**config.mk**
```make
export PLATFORM = sky130hd
export DESIGN_NAME = uart_tx_fifo_flat
export DESIGN_NICKNAME = d
export VERILOG_FILES = /design/src/rtl/uart_tx_fifo_if.sv /design/src/rtl/uart_tx_fifo.sv /design/src/flat_wrapper.sv
export SDC_FILE = /design/constraint.sdc
export NUM_CORES = 1
export LEC_CHECK = 0
export ABC_AREA = 1
export CAP_MARGIN = 20
export CORE_MARGIN = 2
export CORE_UTILIZATION = 55
export CTS_CLUSTER_SIZE = 28
export DETAILED_ROUTE_END_ITERATION = 16
export PLACE_DENSITY = 0.83
export SETUP_SLACK_MARGIN = 0.02
export SYNTH_ARGS = -nofsm -noshare
export SYNTH_HDL_FRONTEND = slang
export SYNTH_SLANG_ARGS = --single-unit
```
**constraint.sdc**
```tcl
create_clock -name clk -period 2.41 [get_ports clk]
set_input_delay 0.3615 -clock clk [delete_from_list [all_inputs] [get_ports clk]]
set_output_delay 0.3615 -clock clk [all_outputs]
set_load 0.02 [all_outputs]
```
**src/rtl/uart_tx_fifo_if.sv**
```systemverilog
// Byte-stream valid/ready handshake feeding the buffered UART transmitter.
// The master drives data/valid, the slave (transmitter) returns ready.
interface uart_tx_fifo_if;
   logic [7:0] in_data;
   logic       in_valid;
   logic       in_ready;

   modport master (
      output in_data,
      output in_valid,
      input  in_ready
   );

   modport slave (
      input  in_data,
      input  in_valid,
      output in_ready
   );
endinterface

```
**src/rtl/uart_tx_fifo.sv**
```systemverilog
// FIFO-buffered UART transmitter: 8N1 frames, LSB first, tx idles high.
// Define UART_TX_PARITY_EN to insert an even-parity bit before the stop bit (8E1).
module uart_tx_fifo #(
   parameter int unsigned CLKS_PER_BIT = 3472,
   parameter int unsigned FIFO_DEPTH   = 16,
   parameter int unsigned CNT_W        = 5
) (
   input  logic             clk,
   input  logic             rst,
   uart_tx_fifo_if.slave    in_if,
   output logic             tx,
   output logic             busy,
   output logic             tx_done,
   output logic [CNT_W-1:0] fifo_count
);
   localparam int unsigned      AW        = $clog2(FIFO_DEPTH);
   localparam int unsigned      BW        = $clog2(CLKS_PER_BIT);
   localparam logic [BW-1:0]    BaudLast  = BW'(CLKS_PER_BIT - 1);
   localparam logic [CNT_W-1:0] CountFull = CNT_W'(FIFO_DEPTH);

`ifdef UART_TX_PARITY_EN
   typedef enum logic [2:0] {StIdle, StStart, StData, StParity, StStop} state_e;
`else
   typedef enum logic [2:0] {StIdle, StStart, StData, StStop} state_e;
`endif

   state_e           state_q, state_d;
   logic [BW-1:0]    baud_q, baud_d;
   logic [2:0]       bit_idx_q, bit_idx_d;
   logic [7:0]       sh_q, sh_d;
   logic             tx_q, tx_d;
   logic [CNT_W-1:0] count_q, count_d;
   logic [AW-1:0]    wr_ptr_q, wr_ptr_d;
   logic [AW-1:0]    rd_ptr_q, rd_ptr_d;
   logic [7:0]       mem_q [FIFO_DEPTH];
`ifdef UART_TX_PARITY_EN
   logic             par_q, par_d;
`endif

   logic       push;
   logic       pop;
   logic       baud_last;
   logic       have_data;
   logic [7:0] head;

   // Ready comes from the registered count only, so a pop while full frees a slot next cycle.
   assign in_if.in_ready = !rst && (count_q != CountFull);
   assign push           = in_if.in_valid && in_if.in_ready;
   assign baud_last      = (baud_q == BaudLast);
   assign have_data      = (count_q != '0);
   assign head           = mem_q[rd_ptr_q];

   always_comb begin
      state_d   = state_q;
      baud_d    = baud_q + 1'b1;
      bit_idx_d = bit_idx_q;
      sh_d      = sh_q;
      tx_d      = tx_q;
      pop       = 1'b0;
`ifdef UART_TX_PARITY_EN
      par_d     = par_q;
`endif
      unique case (state_q)
         StIdle: begin
            baud_d = '0;
            tx_d   = 1'b1;
            if (have_data) begin
               pop     = 1'b1;
               sh_d    = head;
`ifdef UART_TX_PARITY_EN
               par_d   = ^head;
`endif
               tx_d    = 1'b0;
               state_d = StStart;
            end
         end
         StStart: begin
            if (baud_last) begin
               baud_d    = '0;
               bit_idx_d = '0;
               tx_d      = sh_q[0];
               state_d   = StData;
            end
         end
         StData: begin
            if (baud_last) begin
               baud_d    = '0;
               sh_d      = {1'b0, sh_q[7:1]};
               bit_idx_d = bit_idx_q + 3'd1;
               if (bit_idx_q == 3'd7) begin
`ifdef UART_TX_PARITY_EN
                  tx_d    = par_q;
                  state_d = StParity;
`else
                  tx_d    = 1'b1;
                  state_d = StStop;
`endif
               end else begin
                  tx_d = sh_q[1];
               end
            end
         end
`ifdef UART_TX_PARITY_EN
         StParity: begin
            if (baud_last) begin
               baud_d  = '0;
               tx_d    = 1'b1;
               state_d = StStop;
            end
         end
`endif
         StStop: begin
            if (baud_last) begin
               baud_d = '0;
               // Chain straight into the next start bit when more data is queued.
               if (have_data) begin
                  pop     = 1'b1;
                  sh_d    = head;
`ifdef UART_TX_PARITY_EN
                  par_d   = ^head;
`endif
                  tx_d    = 1'b0;
                  state_d = StStart;
               end else begin
                  tx_d    = 1'b1;
                  state_d = StIdle;
               end
            end
         end
         default: begin
            baud_d  = '0;
            tx_d    = 1'b1;
            state_d = StIdle;
         end
      endcase
   end

   always_comb begin
      wr_ptr_d = wr_ptr_q;
      rd_ptr_d = rd_ptr_q;
      count_d  = count_q;
      if (push) begin
         wr_ptr_d = wr_ptr_q + 1'b1;
      end
      if (pop) begin
         rd_ptr_d = rd_ptr_q + 1'b1;
      end
      if (push && !pop) begin
         count_d = count_q + 1'b1;
      end else if (pop && !push) begin
         count_d = count_q - 1'b1;
      end
   end

   always_ff @(posedge clk) begin
      if (rst) begin
         state_q   <= StIdle;
         baud_q    <= '0;
         bit_idx_q <= '0;
         sh_q      <= '0;
         tx_q      <= 1'b1;
         count_q   <= '0;
         wr_ptr_q  <= '0;
         rd_ptr_q  <= '0;
`ifdef UART_TX_PARITY_EN
         par_q     <= 1'b0;
`endif
      end else begin
         state_q   <= state_d;
         baud_q    <= baud_d;
         bit_idx_q <= bit_idx_d;
         sh_q      <= sh_d;
         tx_q      <= tx_d;
         count_q   <= count_d;
         wr_ptr_q  <= wr_ptr_d;
         rd_ptr_q  <= rd_ptr_d;
`ifdef UART_TX_PARITY_EN
         par_q     <= par_d;
`endif
      end
   end

   // Storage needs no reset: only entries counted by count_q are ever read.
   always_ff @(posedge clk) begin
      if (push) begin
         mem_q[wr_ptr_q] <= in_if.in_data;
      end
   end

   assign tx         = tx_q;
   assign busy       = (state_q != StIdle);
   assign tx_done    = (state_q == StStop) && baud_last;
   assign fifo_count = count_q;
endmodule

```
**src/flat_wrapper.sv**
```systemverilog
// flat-port wrapper written by rule: the top's interface ports become plain ports
module uart_tx_fifo_flat 
#(
   parameter int unsigned CLKS_PER_BIT = 3472,
   parameter int unsigned FIFO_DEPTH   = 16,
   parameter int unsigned CNT_W        = 5
)
  (clk, rst, tx, busy, tx_done, fifo_count, in_if_in_data, in_if_in_valid, in_if_in_ready);
  uart_tx_fifo_if in_if_i ();
  input  logic clk;
  input  logic rst;
  output logic tx;
  output logic busy;
  output logic tx_done;
  output logic [CNT_W-1:0] fifo_count;
  input wire logic [$bits(in_if_i.in_data)-1:0] in_if_in_data;
  input wire logic [$bits(in_if_i.in_valid)-1:0] in_if_in_valid;
  output wire logic [$bits(in_if_i.in_ready)-1:0] in_if_in_ready;
  assign in_if_i.in_data = in_if_in_data;
  assign in_if_i.in_valid = in_if_in_valid;
  assign in_if_in_ready = in_if_i.in_ready;
  uart_tx_fifo #(.CLKS_PER_BIT(CLKS_PER_BIT), .FIFO_DEPTH(FIFO_DEPTH), .CNT_W(CNT_W)) u_core (.clk(clk), .rst(rst), .in_if(in_if_i), .tx(tx), .busy(busy), .tx_done(tx_done), .fifo_count(fifo_count));
endmodule
```
==> summary.md, run 1 <==
| Metric | Value |
|---|---|
| Status | finished with violations |
| Violations in the final reports | setup timing |
| FILL cells | 915 |
| Core utilization of the finished layout | 0.666 |
| Die height | 121 µm |
| Sequence of cells on the critical path | inv_1 > ha_4 > inv_1 > nand2_1 > inv_1 > nand2_2 > ha_4 > inv_4 > fa_2 > a21o_1 > a21oi_2 > nor2_1 > nor2_1 > nand2_1 > nor2_1 > nor2_1 |
| Hold crit path type | reg2reg |
| Share of layout cells above drive strength 1 | 0.122 |
| Placeable core area | 13300 µm² |
| Synth Area in XOR/XNOR | 0.0104 |
| Worst setup timing slack at the placement stage | -97.9 ps |
| Clock latency reported for the late side of the worst-skew pair | 430 ps |
| Routed met3 length | 1.61 mm |
| Final count of hold timing violations | 0 |
| Root buffer selected by CTS | sky130_fd_sc_hd__clkbuf_16 |
| Total Routed Length | 17.5 mm |
| CP Class | reg2reg |
| P_leak | 3.62 nW |
| Via-per-instance ratio | 5.49 |
| RSZ-0062 raised after global routing | yes |
| Most used cells in the layout excluding fill and tap cells | sky130_fd_sc_hd__nand2_1 (229), sky130_fd_sc_hd__edfxtp_1 (128), sky130_fd_sc_hd__nand3_1 (94), sky130_fd_sc_hd__inv_1 (90), sky130_fd_sc_hd__nor2_1 (68) |
| Post-Syn Area per Cell | 9.55 µm² |
| Post-detailed-placement half-perimeter wirelength | 10.5 mm |
| First-pass DRT Iterations | 6 |
| Die span in x | 121 µm |
| Power Density | 1090 nW/µm² |
| Worst vdd rail ir drop | 0.617 mV |
| Post-CTS Hold Fix Bufs | 0 |
| Synth Instances | 793 |
| Buffers from clock root to sink, at most | 2 |
| Combinational family with the most area after synthesis | simple AND/OR/NAND/NOR gates |
| Area enclosed by the die boundary | 14700 µm² |
| Worst setup SP type | flip-flop |
| Cell row count | 42 |
| Share of synthesized area spent on multiplexers | 0 |
| Number of DRC markers after the initial detailed-route iteration | 773 |
| First-pass GRT wire length | 26.5 mm |
| Total vias in the final route | 5647 |
| Routed WL per cell | 17.0 µm |
| Synth warn | 0 |
| TritonCTS sink count | 171 |
| Post-Synthesis Net Count | 821 |
| Achievable frequency | 415 MHz |
| IO Pins | 20 |
| TritonCTS clock tree | built |
| Layout Nets | 868 |
| Antenna cells | 0 |
| Routability Congestion | 0.815 |
| Transition time at the pin with the least slew margin | 742 ps |
| Top layer reached by signal wires | met4 |
| # DRC | 0 |
| Number of distinct library cell variants in the gate-level netlist after synthesis | 37 |
| Stage delay of the slowest cell on the critical path | 350 ps |
| Critical path required time | 2740 ps |
| Slew Limit Headroom | 0.503 |
| H-Tree Level Count | 4 |
| Setup violation total in the final timing report | 1 |
| Clock slew at reported path FFs | 70 ps |
| #FFs+latches synth | 171 |
| Global-route congestion overflow total | 0 |
| Compound-gate portion of the synthesized area | 0.0415 |
| Layout-stage area growth over the synthesis result | 17.3% |
| CTS buffer count | 17 |
| Cell repeated most along the worst path | sky130_fd_sc_hd__nor2_1 |
| Maximum Capacitance Violations | 0 |
| Port buffer count | 19 |
| Simple-Gate Fraction of Synth Area | 0.228 |
| Worst Setup End Kind | flip-flop |
| Minimum clock period | 2410 ps |
| Post-detailed-route count of antenna-violating nets | 0 |
| Maximum number of pins on one net before global-route repair | 68 |
| M1 WL | 6.48 mm |
| Via count of the first global-routing pass | 5292 |
| Adder-Cell Fraction of Synth Area | 0.0291 |
| Worst clock skew | 14.6 ps |
| Fraction of the cycle the final worst path needs | 1.00 |
| Final worst-path setup slack | -0.762 ps |
| Number of antenna violations at the first check in global routing | 0 |
| Sum of met2 wire segment lengths after detailed routing | 8.83 mm |
| Proportion of synthesized chip area in sequential cells | 0.621 |
| Number of max-slew violations in the final report | 0 |
| Most frequent standard cell in the layout excluding fill and tap cells | sky130_fd_sc_hd__nand2_1 |
| GRT Resource Usage Total | 0.245 |
| Number of cells on the worst reg-to-reg path | 16 |
| Largest driver fanout on the critical path | 4 |
| CP max-delay cell | sky130_fd_sc_hd__dfxtp_2 |
| Depth of the worst hold-timing path | 2 |
| Signal arrival time at the worst endpoint | 2740 ps |
| Synthesized area | 7580 µm² |
| Initial standard-cell utilization of the core | 0.568 |
[registers in the layout, summed over array words and instances (netlist names), named ones only]
signal / count
u_core.mem_q: 128
u_core.baud_q: 12
u_core.sh_q: 8
u_core.fifo_count: 5
u_core.rd_ptr_q: 4
u_core.wr_ptr_q: 4
u_core.bit_idx_q: 3
u_core.state_q: 2
u_core.tx: 1
[worst max-delay path: cells and delay by family (launching register included)]
family	cells	cell delay (ps)
DFF	1	350
and+or+nand+nor	7	520
buffers and inverters	4	270
adders and majority gates	3	790
AOI/OAI and AO/OA	2	360
[final timing paths]
check,start,end,slack (ps)
max reg2reg,u_core.state_q[1],u_core.fifo_count[4],-0.8
min,u_core.sh_q[0],u_core.sh_q[0],470
max,u_core.state_q[1],u_core.fifo_count[4],-0.8
min reg2reg,u_core.sh_q[0],u_core.sh_q[0],470
[final cells by class]
cell class | instances | area, µm² | share of cell area
clock buffers | 30 | 619 | 0.0697
clock inverters | 2 | 36.3 | 0.00408
inverters | 97 | 367 | 0.0413
multi-input cells | 495 | 2430 | 0.274
flip-flops and latches | 171 | 4720 | 0.531
well taps | 176 | 220 | 0.0248
repair buffers | 58 | 494 | 0.0556
[per-layer routing]
metal  GRT usage  vias up
met1       0.295     2586
li1            -     2681
met2       0.406      327
met3      0.0602       53
met4       0.130        0
met5           0        -
[through the flow]
stage	total power (W)	setup TNS [ps]	instance area [µm²]	hold WS [ps]	cells
global route	0.0101	-237	8880	490	1029
finish	0.00965	-0.762	8880	469	1029
global placement	0.00641	-9.92	8150	453	993
detailed placement	0.00651	-97.9	8150	460	993
CTS	0.00949	0	8810	469	1025
floorplan	0.00567	0	7620	419	793
[power breakdown]
part | switching (W) | internal, W | leakage, nW
Clock | 0.00108 | 0.00184 | 0.324
Combinational | 0.00209 | 0.00113 | 1.79
Sequential | 0.000138 | 0.00337 | 1.51
Total | 0.00331 | 0.00634 | 3.62
[synth_stat cells]
master	count	area, µm²
sky130_fd_sc_hd__a21o_1	1	7.51
sky130_fd_sc_hd__a21oi_1	28	140
sky130_fd_sc_hd__a21oi_2	2	17.5
sky130_fd_sc_hd__and3_2	1	7.51
sky130_fd_sc_hd__buf_1	3	11.3
sky130_fd_sc_hd__buf_2	9	45.0
sky130_fd_sc_hd__buf_4	2	15.0
sky130_fd_sc_hd__buf_6	2	22.5
sky130_fd_sc_hd__clkbuf_1	12	45.0
sky130_fd_sc_hd__clkbuf_8	2	27.5
sky130_fd_sc_hd__clkinv_1	2	7.51
sky130_fd_sc_hd__dfxtp_1	43	861
sky130_fd_sc_hd__edfxtp_1	128	3840
sky130_fd_sc_hd__fa_1	1	20.0
sky130_fd_sc_hd__ha_1	16	200
sky130_fd_sc_hd__inv_1	92	345
sky130_fd_sc_hd__inv_2	3	11.3
sky130_fd_sc_hd__nand2_1	229	860
sky130_fd_sc_hd__nand2_2	2	12.5
sky130_fd_sc_hd__nand2_4	1	11.3
sky130_fd_sc_hd__nand3_1	94	470
sky130_fd_sc_hd__nand3_2	2	20.0
sky130_fd_sc_hd__nand4_1	2	12.5
sky130_fd_sc_hd__nor2_1	69	259
sky130_fd_sc_hd__nor2_2	3	18.8
sky130_fd_sc_hd__nor3_1	5	25.0
sky130_fd_sc_hd__nor3_2	1	10.0
sky130_fd_sc_hd__nor3b_1	2	15.0
sky130_fd_sc_hd__o211ai_1	4	30.0
sky130_fd_sc_hd__o21a_1	1	7.51
sky130_fd_sc_hd__o21ai_0	16	80.1
sky130_fd_sc_hd__o21ai_1	3	15.0
sky130_fd_sc_hd__o21ai_2	1	8.76
sky130_fd_sc_hd__o21bai_1	1	7.51
sky130_fd_sc_hd__or2_2	1	6.26
sky130_fd_sc_hd__xnor2_1	2	17.5
sky130_fd_sc_hd__xor2_1	7	61.3
[what timing repair did]
action,CTS,global route
setup buffers,0,4
pin swaps,4,9
hold endpoints to repair,0,0
resized for setup,4,9
endpoints found under the setup margin,3,3
[logic make-up (layout without fill, tap and decap cells)]
group	after synthesis	after routing
AO/OA/AOI/OAI	57	57
XOR/XNOR	9	9
flip-flops	171	171
AND/OR/NAND/NOR	412	412
buffers and inverters	127	187
adder cells (fa/ha/maj)	17	17
No activity file was read; power rests on OpenSTA's default activity.
==> run 2: changes to the inputs <==
--- a/config.mk
+++ b/config.mk
@@ -6,6 +6,7 @@
 export NUM_CORES = 1
 export LEC_CHECK = 0
 export ABC_AREA = 1
+export ABC_CLOCK_PERIOD_IN_PS = 2410
 export CAP_MARGIN = 20
 export CORE_MARGIN = 2
 export CORE_UTILIZATION = 55
@@ -16,3 +17,4 @@
 export SYNTH_ARGS = -nofsm -noshare
 export SYNTH_HDL_FRONTEND = slang
 export SYNTH_SLANG_ARGS = --single-unit
+export TNS_END_PERCENT = 100
==> results of run 2 <==
No change in the layout: final DEF, timing and power equal those of run 1.
==> run 3: changes to the inputs <==
--- a/config.mk
+++ b/config.mk
@@ -9,10 +9,10 @@
 export ABC_CLOCK_PERIOD_IN_PS = 2410
 export CAP_MARGIN = 20
 export CORE_MARGIN = 2
-export CORE_UTILIZATION = 55
+export CORE_UTILIZATION = 35
 export CTS_CLUSTER_SIZE = 28
 export DETAILED_ROUTE_END_ITERATION = 16
-export PLACE_DENSITY = 0.83
+export PLACE_DENSITY = 0.6
 export SETUP_SLACK_MARGIN = 0.02
 export SYNTH_ARGS = -nofsm -noshare
 export SYNTH_HDL_FRONTEND = slang
==> run 3 against run 2 <==
Effect of this change:
- the flow now finishes without violations
- core utilization fell by 24 points
- via count is 6.3% lower
- critical path depth rose by 1
- non-clock buffer count up 12
- clock-buffer cell count is 12 lower
- critical path type unchanged
- highest routed layer unchanged
==> summary.md, run 3 (synthesis results as in run 1) <==
| Metric | Value |
|---|---|
| Status | complete, no violations (was finished with violations) |
| Most used cells in the layout excluding fill and tap cells | sky130_fd_sc_hd__nand2_1 (229), sky130_fd_sc_hd__edfxtp_1 (128), sky130_fd_sc_hd__nand3_1 (94), sky130_fd_sc_hd__inv_1 (90), sky130_fd_sc_hd__nor2_1 (69) (was sky130_fd_sc_hd__nand2_1 (229), sky130_fd_sc_hd__edfxtp_1 (128), sky130_fd_sc_hd__nand3_1 (94), sky130_fd_sc_hd__inv_1 (90), sky130_fd_sc_hd__nor2_1 (68)) |
| Most frequent standard cell in the layout excluding fill and tap cells | sky130_fd_sc_hd__nand2_1 (unchanged) |
| TritonCTS clock tree | built (unchanged) |
| # DRC | 0 (unchanged) |
| Number of DRC markers after the initial detailed-route iteration | 361 (was 773) |
| Final count of hold timing violations | 0 (unchanged) |
| Largest driver fanout on the critical path | 4 (unchanged) |
| Top register by number of flip-flops | u_core.mem_q (unchanged) |
| Number of cells on the worst reg-to-reg path | 17 (was 16) |
| Sequence of cells on the critical path | ha_4 > nand3_4 > nor2_4 > nand3_4 > o21ai_4 > nand2_2 > ha_4 > inv_4 > ha_4 > a21o_1 > a21oi_2 > nor2_1 > nor2_1 > nand2_1 > nand2_1 > nand2_1 > nor2_1 (was inv_1 > ha_4 > inv_1 > nand2_1 > inv_1 > nand2_2 > ha_4 > inv_4 > fa_2 > a21o_1 > a21oi_2 > nor2_1 > nor2_1 > nand2_1 > nor2_1 > nor2_1) |
| Worst Setup End Kind | flip-flop (unchanged) |
| IO Pins | 20 (unchanged) |
| Die height | 151 µm (was 121 µm) |
| Final instance count without filler cells | 1139 (was 1029) |
| Placeable core area | 21200 µm² (was 13300 µm²) |
| Die span in x | 151 µm (was 121 µm) |
| P_leak | 3.61 nW (was 3.62 nW) |
| First-pass GRT wire length | 26.2 mm (was 26.5 mm) |
| R2r setup slk | 100 ps (was -0.8 ps) |
| Worst setup SP type | flip-flop (unchanged) |
| Clock slew at reported path FFs | 70 ps (about the same) |
| Global-route congestion overflow total | 0 (unchanged) |
| CP Class | reg2reg (unchanged) |
| Share of layout cells above drive strength 1 | 0.135 (was 0.122) |
| Worst setup timing slack at the placement stage | -62.3 ps (was -97.9 ps) |
| Routability Congestion | 0.759 (was 0.815) |
| Cell count after placement | 1106 (was 993) |
| Critical path required time | 2780 ps (was 2740 ps) |
| Initial standard-cell utilization of the core | 0.358 (was 0.568) |
| Area enclosed by the die boundary | 22800 µm² (was 14700 µm²) |
| Antenna cells | 0 (unchanged) |
| Flip-flop count of the largest register, all copies and words added | 128 (unchanged) |
| Number of max-slew violations in the final report | 0 (unchanged) |
| Slew Limit Headroom | 0.534 (was 0.503) |
| Clock latency reported for the late side of the worst-skew pair | 430 ps (about the same) |
| Design Power | 0.00910 W (was 0.00965 W) |
| Power Density | 1010 nW/µm² (was 1090 nW/µm²) |
| Root buffer selected by CTS | sky130_fd_sc_hd__clkbuf_16 (unchanged) |
| Post-detailed-placement half-perimeter wirelength | 10.5 mm (about the same) |
| CP max-delay cell | sky130_fd_sc_hd__dfxtp_2 (unchanged) |
| Post-detailed-route count of antenna-violating nets | 0 (unchanged) |
| Port buffer count | 19 (unchanged) |
| GRT Resource Usage Total | 0.153 (was 0.245) |
| Maximum number of pins on one net before global-route repair | 50 (was 68) |
| RSZ-0062 raised after global routing | yes (unchanged) |
| Signal arrival time at the worst endpoint | 2680 ps (was 2740 ps) |
| Worst Hold End | u_core.sh_q[7] (was u_core.sh_q[0]) |
| Worst vdd rail ir drop | 0.585 mV (was 0.617 mV) |
| TritonCTS sink count | 171 (unchanged) |
| Layout Nets | 880 (was 868) |
| Fraction of the cycle the final worst path needs | 0.959 (was 1.00) |
| Cell row count | 53 (was 42) |
| Depth of the worst hold-timing path | 2 (unchanged) |
| H-Tree Level Count | 4 (unchanged) |
| Hold crit path type | reg2reg (unchanged) |
| Via count of the first global-routing pass | 5037 (was 5292) |
| Total Routed Length | 16.3 mm (was 17.5 mm) |
| Registers with the highest flip-flop counts | u_core.mem_q: 128 flops, u_core.baud_q: 12 flops, u_core.sh_q: 8 flops (unchanged) |
| Achievable frequency | 433 MHz (was 415 MHz) |
| Core utilization of the finished layout | 0.425 (was 0.666) |
| Worst clock skew | 11.7 ps (was 14.6 ps) |
| Launch instance of the worst min-delay path | u_core.sh_q[7] (was u_core.sh_q[0]) |
| First-pass DRT Iterations | 5 (was 6) |
| Total vias in the final route | 5289 (was 5647) |
| Endpoint of the worst-slack reg-to-reg timing path | u_core.fifo_count[4] (unchanged) |
| Number of antenna violations at the first check in global routing | 0 (unchanged) |
| Transition time at the pin with the least slew margin | 697 ps (was 742 ps) |
| Routed WL per cell | 14.3 µm (was 17.0 µm) |
| Stage delay of the slowest cell on the critical path | 350 ps (about the same) |
| Final worst-path setup slack | 99.6 ps (was -0.762 ps) |
| Reg-to-reg critical path startpoint | u_core.baud_q[0] (was u_core.state_q[1]) |
| Layout-stage area growth over the synthesis result | 18.6% (was 17.3%) |
| Maximum Capacitance Violations | 0 (unchanged) |
| Setup violation total in the final timing report | 0 (was 1) |
| Via-per-instance ratio | 4.64 (was 5.49) |
| Buffers from clock root to sink, at most | 2 (unchanged) |
| Setup total negative slack | 0 ps (was -0.762 ps) |
| CTS buffer count | 17 (unchanged) |
| Post-CTS Hold Fix Bufs | 0 (unchanged) |
| Minimum clock period | 2310 ps (was 2410 ps) |
==> run 3: where the power goes <==
part	total, W	leakage, nW	switching, W	internal, W
Sequential	0.00350	1.51	0.000134	0.00337
Clock	0.00244	0.244	0.00113	0.00131
Combinational	0.00316	1.86	0.00200	0.00116
==> run 3: worst max path at each step <==
stage,depth (start not counted),slack [ps],from,end
floorplan,16,30,u_core.baud_q[0],u_core.fifo_count[4]
global placement,16,-30,rst,u_core.fifo_count[4]
detailed placement,16,-60,rst,u_core.fifo_count[4]
CTS,17,40,u_core.baud_q[0],u_core.fifo_count[4]
global route,17,-70,u_core.baud_q[0],u_core.fifo_count[4]
finish,17,100,u_core.baud_q[0],u_core.fifo_count[4]
==> run 3: routing by layer <==
metal | wire [µm] | vias to the layer above | track usage
met2 | 7870 | 110 | 0.249
met4 | 440 | 0 | 0.0738
met3 | 704 | 26 | 0.0292
met1 | 7310 | 2445 | 0.196
li1 | - | 2708 | -
met5 | 0 | - | 0
==> run 3: critical path, delay by kind of cell (launching register included) <==
kind	cells	cell delay [ps]
buffers and inverters	1	80
adders and majority gates	3	540
DFF	1	350
and+or+nand+nor	10	800
AOI/OAI and AO/OA	3	490
==> run 3: cell type report <==
cell class	instances	area, µm²
fillers	1987	12200
flip-flops and latches	171	4720
multi-input cells	495	2450
repair buffers	70	584
clock buffers	18	429
inverters	97	367
well taps	275	344
clock inverters	13	95.1
==> run 3: what timing repair did <==
item,4_1_cts,5_1_grt
pin swaps,2,5
gates cloned,0,0
endpoints found under the setup margin,3,3
gates resized for setup,2,14
buffers inserted,1,1
==> run 3: stage by stage <==
| step | hold WS (ps) | area [µm²] |
|---|---|---|
| 6_report | 464 | 8980 |
| 5_1_grt | 486 | 8980 |
| 4_1_cts | 468 | 8910 |
| 3_5_place_dp | 458 | 8370 |
| 2_1_floorplan | 419 | 7620 |
| 3_3_place_gp | 454 | 8370 |
